$ cat src/rtl/ex_stage_mc_pkg.sv
// Shared opcode/class constants and FSM encoding for the execute stage.
// EX_HILO_EN adds the MOVE class (MFHI/MFLO) used by the top.
package ex_stage_mc_pkg;

  localparam logic [7:0] OP_OR   = 8'h25;
  localparam logic [7:0] OP_AND  = 8'h24;
  localparam logic [7:0] OP_XOR  = 8'h26;
  localparam logic [7:0] OP_NOR  = 8'h27;
  localparam logic [7:0] OP_SLL  = 8'h7C;
  localparam logic [7:0] OP_SRL  = 8'h02;
  localparam logic [7:0] OP_SRA  = 8'h03;
  localparam logic [7:0] OP_ADDU = 8'h21;
  localparam logic [7:0] OP_SUBU = 8'h23;
  localparam logic [7:0] OP_MUL  = 8'hA9;
  localparam logic [7:0] OP_MFHI = 8'h10;
  localparam logic [7:0] OP_MFLO = 8'h12;

  localparam logic [2:0] SEL_LOGIC = 3'b001;
  localparam logic [2:0] SEL_SHIFT = 3'b010;
  localparam logic [2:0] SEL_MOVE  = 3'b011;
  localparam logic [2:0] SEL_ARITH = 3'b100;
  localparam logic [2:0] SEL_MUL   = 3'b101;

  typedef enum logic [1:0] {
    ST_IDLE = 2'd0,
    ST_BUSY = 2'd1,
    ST_DONE = 2'd2
  } ex_state_e;

  function automatic logic is_mul_op(input logic [2:0] sel, input logic [7:0] op);
    return (sel == SEL_MUL) && (op == OP_MUL);
  endfunction

endpackage

$ cat src/rtl/ex_mul_seq.sv
// Iterative unsigned shift-add multiplier: bit 0 is folded in at start,
// the remaining DATA_W-1 bits take one cycle each; done pulses when complete.
module ex_mul_seq #(
  parameter int unsigned DATA_W = 32
) (
  input  logic                  clk,
  input  logic                  rst,
  input  logic                  start,
  input  logic [DATA_W-1:0]     a,
  input  logic [DATA_W-1:0]     b,
  output logic                  busy,
  output logic                  done,
  output logic [2*DATA_W-1:0]   product
);

  localparam int unsigned PROD_W = 2 * DATA_W;
  localparam int unsigned CNT_W  = $clog2(DATA_W) + 1;

  logic [PROD_W-1:0] acc;
  logic [PROD_W-1:0] mcand;
  logic [DATA_W-1:0] mplier;
  logic [CNT_W-1:0]  cnt;

  always_ff @(posedge clk) begin
    if (rst) begin
      acc    <= '0;
      mcand  <= '0;
      mplier <= '0;
      cnt    <= '0;
      done   <= 1'b0;
    end else if (start) begin
      acc    <= b[0] ? PROD_W'(a) : '0;
      mcand  <= PROD_W'(a) << 1;
      mplier <= b >> 1;
      cnt    <= CNT_W'(DATA_W - 1);
      done   <= 1'b0;
    end else if (busy) begin
      acc    <= acc + (mplier[0] ? mcand : '0);
      mcand  <= mcand << 1;
      mplier <= mplier >> 1;
      cnt    <= cnt - CNT_W'(1);
      done   <= (cnt == CNT_W'(1));
    end else begin
      done   <= 1'b0;
    end
  end

  assign busy    = (cnt != '0);
  assign product = acc;

endmodule

$ cat src/rtl/ex_stage_mc.sv
// Execute stage: single-cycle logic/shift/arith unit plus a stalling iterative MUL.
// Define EX_HILO_EN to keep the full product in HI/LO and enable MFHI/MFLO.
module ex_stage_mc
  import ex_stage_mc_pkg::*;
#(
  parameter int unsigned DATA_W  = 32,
  parameter int unsigned SHAMT_W = 5,
  parameter int unsigned ADDR_W  = 5
) (
  input  logic              clk,
  input  logic              rst,
  input  logic              flush,
  input  logic              in_valid,
  input  logic [7:0]        aluop,
  input  logic [2:0]        alusel,
  input  logic [DATA_W-1:0] reg1,
  input  logic [DATA_W-1:0] reg2,
  input  logic [ADDR_W-1:0] w_addr_i,
  input  logic              we_i,
  output logic              stall_req,
  output logic              out_valid,
  output logic              we_o,
  output logic [ADDR_W-1:0] w_addr_o,
  output logic [DATA_W-1:0] w_data_o
);

  localparam int unsigned CNT_W = $clog2(DATA_W) + 1;

  ex_state_e           state, state_next;
  logic [CNT_W-1:0]    cnt;
  logic [ADDR_W-1:0]   mul_addr;
  logic                mul_we;
  logic                accept, mul_start, load_single, load_mul;
  logic                mul_busy, mul_done;
  logic [2*DATA_W-1:0] mul_product;
  logic [DATA_W-1:0]   alu_result;
  logic [SHAMT_W-1:0]  shamt;

`ifdef EX_HILO_EN
  logic [DATA_W-1:0] hi, lo;
`endif

  assign shamt = reg1[SHAMT_W-1:0];

  // Single-cycle result; any opcode/class mismatch yields zero
  always_comb begin
    alu_result = '0;
    case (alusel)
      SEL_LOGIC: begin
        case (aluop)
          OP_OR:   alu_result = reg1 | reg2;
          OP_AND:  alu_result = reg1 & reg2;
          OP_XOR:  alu_result = reg1 ^ reg2;
          OP_NOR:  alu_result = ~(reg1 | reg2);
          default: alu_result = '0;
        endcase
      end
      SEL_SHIFT: begin
        case (aluop)
          OP_SLL:  alu_result = reg2 << shamt;
          OP_SRL:  alu_result = reg2 >> shamt;
          OP_SRA:  alu_result = $unsigned($signed(reg2) >>> shamt);
          default: alu_result = '0;
        endcase
      end
      SEL_ARITH: begin
        case (aluop)
          OP_ADDU: alu_result = reg1 + reg2;
          OP_SUBU: alu_result = reg1 - reg2;
          default: alu_result = '0;
        endcase
      end
`ifdef EX_HILO_EN
      SEL_MOVE: begin
        case (aluop)
          OP_MFHI: alu_result = hi;
          OP_MFLO: alu_result = lo;
          default: alu_result = '0;
        endcase
      end
`endif
      default: alu_result = '0;
    endcase
  end

  // Next-state and control; stall_req rises in the accept cycle itself
  always_comb begin
    state_next  = state;
    accept      = 1'b0;
    mul_start   = 1'b0;
    load_single = 1'b0;
    load_mul    = 1'b0;
    stall_req   = 1'b0;
    case (state)
      ST_IDLE: begin
        accept = in_valid && !flush && !rst;
        if (accept && is_mul_op(alusel, aluop)) begin
          mul_start  = 1'b1;
          stall_req  = 1'b1;
          state_next = ST_BUSY;
        end else if (accept) begin
          load_single = 1'b1;
        end
      end
      ST_BUSY: begin
        stall_req = 1'b1;
        if (flush)                    state_next = ST_IDLE;
        else if (cnt == CNT_W'(2))    state_next = ST_DONE;
      end
      ST_DONE: begin
        state_next = ST_IDLE;
        load_mul   = !flush;
      end
      default: state_next = ST_IDLE;
    endcase
  end

  always_ff @(posedge clk) begin
    if (rst) state <= ST_IDLE;
    else     state <= state_next;
  end

  // Iteration counter and latched destination for the multiply in flight
  always_ff @(posedge clk) begin
    if (rst) begin
      cnt      <= '0;
      mul_addr <= '0;
      mul_we   <= 1'b0;
    end else if (mul_start) begin
      cnt      <= CNT_W'(DATA_W);
      mul_addr <= w_addr_i;
      mul_we   <= we_i;
    end else if (state == ST_BUSY) begin
      cnt      <= cnt - CNT_W'(1);
    end
  end

  always_ff @(posedge clk) begin
    if (rst) begin
      out_valid <= 1'b0;
      we_o      <= 1'b0;
      w_addr_o  <= '0;
      w_data_o  <= '0;
    end else begin
      out_valid <= load_single || load_mul;
      if (load_single) begin
        we_o     <= we_i;
        w_addr_o <= w_addr_i;
        w_data_o <= alu_result;
      end else if (load_mul) begin
        we_o     <= mul_we;
        w_addr_o <= mul_addr;
        w_data_o <= mul_product[DATA_W-1:0];
      end
    end
  end

`ifdef EX_HILO_EN
  always_ff @(posedge clk) begin
    if (rst) begin
      hi <= '0;
      lo <= '0;
    end else if (load_mul) begin
      hi <= mul_product[2*DATA_W-1:DATA_W];
      lo <= mul_product[DATA_W-1:0];
    end
  end
`endif

  ex_mul_seq #(.DATA_W(DATA_W)) u_mul (
    .clk     (clk),
    .rst     (rst),
    .start   (mul_start),
    .a       (reg1),
    .b       (reg2),
    .busy    (mul_busy),
    .done    (mul_done),
    .product (mul_product)
  );

  // Counter and multiplier must stay in lockstep with the FSM
  a_cnt_live: assert property (@(posedge clk) disable iff (rst)
    (state == ST_BUSY) |-> (cnt != '0 && mul_busy));
  a_done_align: assert property (@(posedge clk) disable iff (rst)
    (state == ST_DONE) |-> mul_done);

endmodule

$ cat config.mk
export PLATFORM = sky130hd
export DESIGN_NAME = ex_stage_mc
export DESIGN_NICKNAME = d
export VERILOG_FILES = /design/src/rtl/ex_stage_mc_pkg.sv /design/src/rtl/ex_mul_seq.sv /design/src/rtl/ex_stage_mc.sv
export SDC_FILE = /design/constraint.sdc
export NUM_CORES = 1
export LEC_CHECK = 0
export CAP_MARGIN = 20
export CORE_ASPECT_RATIO = 1.1
export CORE_MARGIN = 5
export CORE_UTILIZATION = 60
export CTS_BUF_LIST = sky130_fd_sc_hd__clkbuf_16
export DETAILED_ROUTE_END_ITERATION = 8
export GPL_ROUTABILITY_DRIVEN = 0
export PLACE_DENSITY = 0.79
export RECOVER_POWER = 50
export REMOVE_ABC_BUFFERS = 1
export SYNTH_ARGS = -nofsm -noshare
export SYNTH_HDL_FRONTEND = slang
export SYNTH_SLANG_ARGS = --single-unit
$ cat constraint.sdc
create_clock -name clk -period 13.75 [get_ports clk]
set_input_delay 2.75 -clock clk [delete_from_list [all_inputs] [get_ports clk]]
set_output_delay 2.75 -clock clk [all_outputs]
set_load 0.01 [all_outputs]
; ---- Word-level counts from Yosys, hierarchy flattened
; Cells that the tools add are included.
[totals]
regBits = 217
in_bits = 85
output_inout_bits = 40
wordCells = 93
[classes]
n_addsub = 5
n_eq_ne = 19
shift = 3
mux = 33
n_bitwise = 4
n_reduce_logical = 14
[op_table]
columns = cell, count
row1 = two-way mux 64 bit, 3
row2 = case mux 32 bit (3 select lines), 2
row3 = case mux 32 bit (4 select lines), 1
row4 = two-way mux 32 bit, 3
row5 = two-way mux 33 bit, 2
row6 = adder 64 bit, 1
row7 = case mux 32 bit (2 select lines), 1
row8 = two-way mux 31 bit, 2
row9 = == test 8 x 6 -> 1 bit (second input constant), 6
row10 = adder 32 bit, 1
row11 = AND 32 bit, 1
row12 = inverter 32 bit, 1
row13 = bitwise OR 32 bit, 1
row14 = << shifter 32 x 5 -> 32 bit, 1
row15 = right shift 32 x 5 -> 32 bit, 1
row16 = >>> shifter 32 x 5 -> 32 bit, 1
row17 = subtractor 32 bit, 1
row18 = bitwise XOR 32 bit, 1
row19 = two-way mux 5 bit, 4
row20 = == test 8 x 2 -> 1 bit (second input constant), 2
row21 = two-way mux 6 bit, 2
row22 = subtractor 6 x 1 -> 6 bit (second input constant), 2
row23 = == test 8 x 7 -> 1 bit (second input constant), 1
row24 = == test 8 bit (second input constant), 1
row25 = other kinds (20), 36

; ---- Longest topological paths before layout
[logic_depth]
depth_word = 7
mapped_depth = 17
mapped_depth_nobuf = 15

; ---- Hierarchy
; A second synthesis with hierarchy kept.
[unflattened]
cells_unflattened = 2940
hier_area_um2 = 21549.4
[modules_own_cells]
columns = module, n_inst, cells_each, area_each_um2, seq_area_each_um2
row1 = ex_stage_mc, 1, 1446, 10866.7, 1061.0
row2 = ex_mul_seq, 1, 1494, 10682.7, 3303.2

; ---- Least setup slack after synthesis
; No wires, ideal clock.
[synth_path]
path_kind = in2out
startpoint = input port aluop[1]
endpoint = output port stall_req
arrival_time_ps = 3972
t_required_ps = 11000
setup_slack_ps = 7028
cell_stages = 5
n_path_buf = 0
cell_sequence = or4b_1 > or3_4 > nor2_1 > nor2_1 > nor2_1
[synth_via]
elab_chain_cells = 5
[synth_lines]
columns = element, line_no
row1 = from (decl), ex_stage_mc.sv:14  ; input logic [7:0] aluop,
row2 = == test 8 bit, ex_stage_mc_pkg.sv:31  ; return (sel == SEL_MUL) && (op == OP_MUL);
row3 = logical AND 1 bit, ex_stage_mc_pkg.sv:31
row4 = logical AND 1 bit, ex_stage_mc.sv:97  ; if (accept && is_mul_op(alusel, aluop)) begin
row5 = two-way mux 1 bit, ex_stage_mc.sv:97
row6 = case mux 1 bit (2 select lines), ex_stage_mc.sv:94  ; case (state)
row7 = to (decl), ex_stage_mc.sv:20  ; output logic stall_req,
; No other way between the ends.

; ---- Final worst setup path
[layout_path]
startpoint = input port rst
endpoint = register u_mul.acc[17] (netlist: u_mul.product[17])
[layout_via]
elab_chain_cells = 6
word_cells_on_any_way = 7
cone_classes = mux (3) / reduce/logical (4)
[layout_lines]
columns = element, line_no
row1 = from (decl), ex_stage_mc.sv:11  ; input logic rst,
row2 = logical NOT 1 bit, ex_stage_mc.sv:96  ; accept = in_valid && !flush && !rst;
row3 = logical AND 1 bit, ex_stage_mc.sv:96
row4 = logical AND 1 bit, ex_stage_mc.sv:97
row5 = two-way mux 1 bit, ex_stage_mc.sv:97
row6 = two-way mux 1 bit, ex_stage_mc.sv:94
row7 = two-way mux 64 bit / nonzero test 2 bit (equally long branches), -
row8 = to (signal assigned), ex_mul_seq.sv:32  ; acc <= b[0] ? PROD_W'(a) : '0;
row9 = to (signal assigned), ex_mul_seq.sv:38  ; acc <= acc + (mplier[0] ? mcand : '0);
row10 = to (decl), ex_mul_seq.sv:19  ; logic [PROD_W-1:0] acc;
; Several ways; a longest one is shown, not always the timed one.
; A chain may end at the register's enable or synchronous reset.

==> tab_implementation.tex <==
\begin{tabular}{lr}
\hline
Metric & Value \\
\hline
\multicolumn{2}{l}{\textbf{CTS}} \\
CTS H-tree depth & 4 \\
Hold-fix buffer count after cts & 0 \\
Buffer type at the clock tree root & clkbuf\_16 \\
Clock tree from TritonCTS & built \\
CTS sink cnt & between 150 and 200 \\
Clock buffer depth & 2 \\
Number of post-CTS setup repair buffers & 0 \\
Clock-pin transition on the worst setup and hold timing paths & 80 ps \\
Clock latency on the worst-skew pair & $\sim$450 ps \\
Quantity of gates resized following cts & 0 \\
TritonCTS Buffers & 17 \\
\multicolumn{2}{l}{\textbf{Worst setup path}} \\
CP startpoint kind & input pin \\
Slowest Stage Delay on Critical Path & 2870 ps \\
Cell chain of the critical path & clkbuf\_1 > clkbuf\_1 > clkbuf\_1 > o41a\_1 > o21ai\_0 \\
Worst setup path startpoint & rst \\
Worst Path Class, Setup & in2reg \\
Cell seen most often among critical-path stages & clkbuf\_1 \\
Required time of the critical path & between 10000 and 15000 ps \\
Launch instance of the worst register-to-register path & state[1] \\
Family with the most delay on the worst path & buffers and inverters \\
Arrival time of the worst setup path & just over 9000 ps \\
CP bufs+invs & 3 \\
Slowest CP cell & clkbuf\_1 \\
Kind of end point of the critical path & flop \\
Maximum fanout along the worst path & 87 \\
\multicolumn{2}{l}{\textbf{Routing}} \\
Drt via density & 6.96 \\
Detailed-routing iteration count for the pre-antenna-repair pass & 9 \\
Detailed-route via count & around 19000 \\
Post-DR wirelength/cell & 21.9 um \\
Starting DRT DRC Count & roughly 2700 \\
WL final & 58.6 mm \\
Post-route antenna net violation count & 0 \\
Residual DRC & 1 \\
\multicolumn{2}{l}{\textbf{Run status}} \\
Status & finished, violations left \\
Violated checks & design-rule violations, max-capacitance violations, max-slew violations \\
\multicolumn{2}{l}{\textbf{Timing}} \\
Worst hold margin & approximately 450 ps \\
Share of the cycle needed by the critical path after routing & 0.642 \\
Minimum clock period after layout & a little under 9000 ps \\
Slew at the pin closest to its max-slew limit & about 3800 ps \\
Worst-case headroom to the max-slew limit & -1.56 \\
Setup tns final & 0 ps \\
Number of setup violations in the final report & 0 \\
Unrepaired setup endpoints after global routing & false \\
Highest attainable clock frequency & $\sim$110 MHz \\
Max-slew violation count & between 200 and 250 \\
Hold violation total from the final report & 0 \\
Worst Clk Skew & 16.5 ps \\
\multicolumn{2}{l}{\textbf{Die}} \\
Die outline width & 172 um \\
Site Rows & 65 \\
Floorplan core area & approximately 29000 sq um \\
Ports placed on the boundary & around 130 \\
Effective utilization at floorplan & 0.606 \\
Die footprint & between 30000 and 40000 sq um \\
Die Ht & between 150 and 200 um \\
\multicolumn{2}{l}{\textbf{GRT}} \\
Via count of the first global-routing pass & 17367 \\
Antenna violations before repair & 2 \\
Largest net degree at the start of global routing & slightly below 100 \\
Wire length of the first global-routing pass & between 90 and 100 mm \\
Total routing resource utilization after global routing & 0.351 \\
Global route total overflow & 0 \\
\multicolumn{2}{l}{\textbf{Placed design}} \\
Placed cell count & 2645 \\
PortBufs & 124 \\
Post-detail-place hpwl & roughly 41 mm \\
\multicolumn{2}{l}{\textbf{Synth}} \\
Mean post-synth cell area & 7.47 sq um \\
Yosys top cell by area & dfxtp\_1 \\
Synth warn & 0 \\
Leading post-synthesis cells by cell area & dfxtp\_1 (18\%), ha\_1 (9.4\%), mux4\_2 (6.9\%), nand2\_1 (6.6\%), nor2\_1 (5.7\%) \\
Sequential fraction of the synthesis area & 0.177 \\
Number of library cell types mapped by synthesis & 100 \\
Share of the synthesized area in the top cell type & 0.177 \\
Proportion of synthesized flip-flops having asynchronous set or reset & 0 \\
Mapped Cells & approximately 2300 \\
Number of enable-type register cells in the synthesized netlist & 0 \\
Primary FF master, synth & dfxtp\_1 \\
Cell area after synthesis & 17300 sq um \\
Synthesized flop and latch total & 153 \\
\multicolumn{2}{l}{\textbf{Power and ir drop}} \\
Sequential cell fraction of total power & 0.295 \\
Clock network power share & 0.279 \\
Cell internal pwr & 0.000987 W \\
PD cells & $\sim$90 nW/um\^{}2 \\
Sw Share & 0.429 \\
Proportion of power drawn by combinational gates & 0.427 \\
Pleak & 7.49 nW \\
Final total power & roughly 0.0017 W \\
Worst IR drop on VDD & between 0.00015 and 0.0002 V \\
Power spent charging and discharging nets & roughly 0.00074 W \\
\multicolumn{2}{l}{\textbf{Cells and area}} \\
Number of nets in the layout & 2513 \\
Area added between synthesis and finish & 9.01\% \\
Fraction of layout cells with a size suffix above 1 & 0.0797 \\
Leading cell types in the layout, fill and taps excluded & nand2\_1 (304), nor2\_1 (264), o21ai\_0 (172), dfxtp\_1 (153), a21oi\_1 (148) \\
Commonest non-fill, non-tap cell in the layout & nand2\_1 \\
Number of antenna diodes & 0 \\
Non-Filler Instances & 2677 \\
\multicolumn{2}{l}{\textbf{Min path}} \\
Worst min path class & reg2reg \\
Hold\_sp & w\_addr\_o[1] \\
\multicolumn{2}{l}{\textbf{Flow run}} \\
Max-cap violation count & 3 \\
\hline
\end{tabular}
final cells by class:
cell class / count / area [sq um]
clock buffer: 17 / 425
clock inverter: 15 / 141
fill: 2464 / 9670
inverter: 112 / 420
multi-input combinational: 1854 / 12900
sequential: 153 / 3060
tap: 368 / 460
timing repair buffer: 158 / 1480
worst min-delay path: stages (launching register included):
cell,delay [ps]
dfxtp_1,310
nand2_1,50
a21oi_1,50
state kept, by name, summed over array words and instances, names as in the netlist:
signal,flops
w_addr_o,5
u_mul.mplier,31
u_mul.product,32
we_o,1
w_data_o,32
mul_addr,5
cnt,6
state,2
out_valid,1
u_mul.cnt,6
mul_we,1
u_mul.mcand,31
Yosys cell counts, types with 11 or more instances:
cell type,n
nand3_1,36
xor2_1,29
mux2i_1,59
ha_1,130
a21o_1,25
and3_1,17
a311oi_1,69
nor2b_1,11
or3_1,15
nor2_1,264
o22ai_1,12
a211o_1,11
a31oi_1,35
a21oi_1,148
buf_2,31
a221oi_1,14
a211oi_1,43
o21a_1,18
inv_1,109
mux4_2,53
xnor2_1,50
o211ai_1,31
dfxtp_1,153
o221ai_1,13
and2_1,38
clkbuf_1,137
mux2_2,21
nor3_1,50
nand2_1,305
o21ai_0,172
routing by layer:
metal  global-route usage  vias up  part of all wire
li1                     -     8393                 -
met1                0.449     8650              0.38
met2                0.536     1251              0.43
met3               0.0862      345              0.11
met4                0.202        4             0.075
met5                    0        -           0.00049
worst paths after layout:
path         cells past startpoint  slack, ps                end
max                              5       4920  u_mul.product[17]
min                              2        450        w_addr_o[1]
max reg2reg                      6      10080  u_mul.product[19]
min reg2reg                      2        450        w_addr_o[1]
power by group through the flow:
stage / Combinational, W / Clock [W] / Sequential, W
floorplan: 0.000470 / 0 / 0.000509
global placement: 0.000700 / 0 / 0.000516
detailed placement: 0.000719 / 0 / 0.000518
CTS: 0.000724 / 0.000481 / 0.000508
global route: 0.000800 / 0.000503 / 0.000512
finish: 0.000737 / 0.000481 / 0.000509
per-stage QoR:
stage	instance area, sq um	setup WS [ps]	utilization
after floorplan	16400	7030	-
after global placement	18300	6050	0.641
after detailed placement	18300	6070	0.642
after CTS	18900	6060	0.662
after global routing	18900	4580	0.661
final	18900	4920	0.661
kinds of logic (layout without fill, tap and decap cells):
group           after synthesis  count (layout)  synth area share
buf+inv                     311             302            0.0795
compound gates              692             692             0.267
simple gates                810             810             0.212
fa+ha+maj                   132             132            0.0963
flops                       153             153             0.177
xor+xnor                     79              79            0.0400
mux                         141             141             0.129
Note: power is estimated with default switching activity, not from simulation.
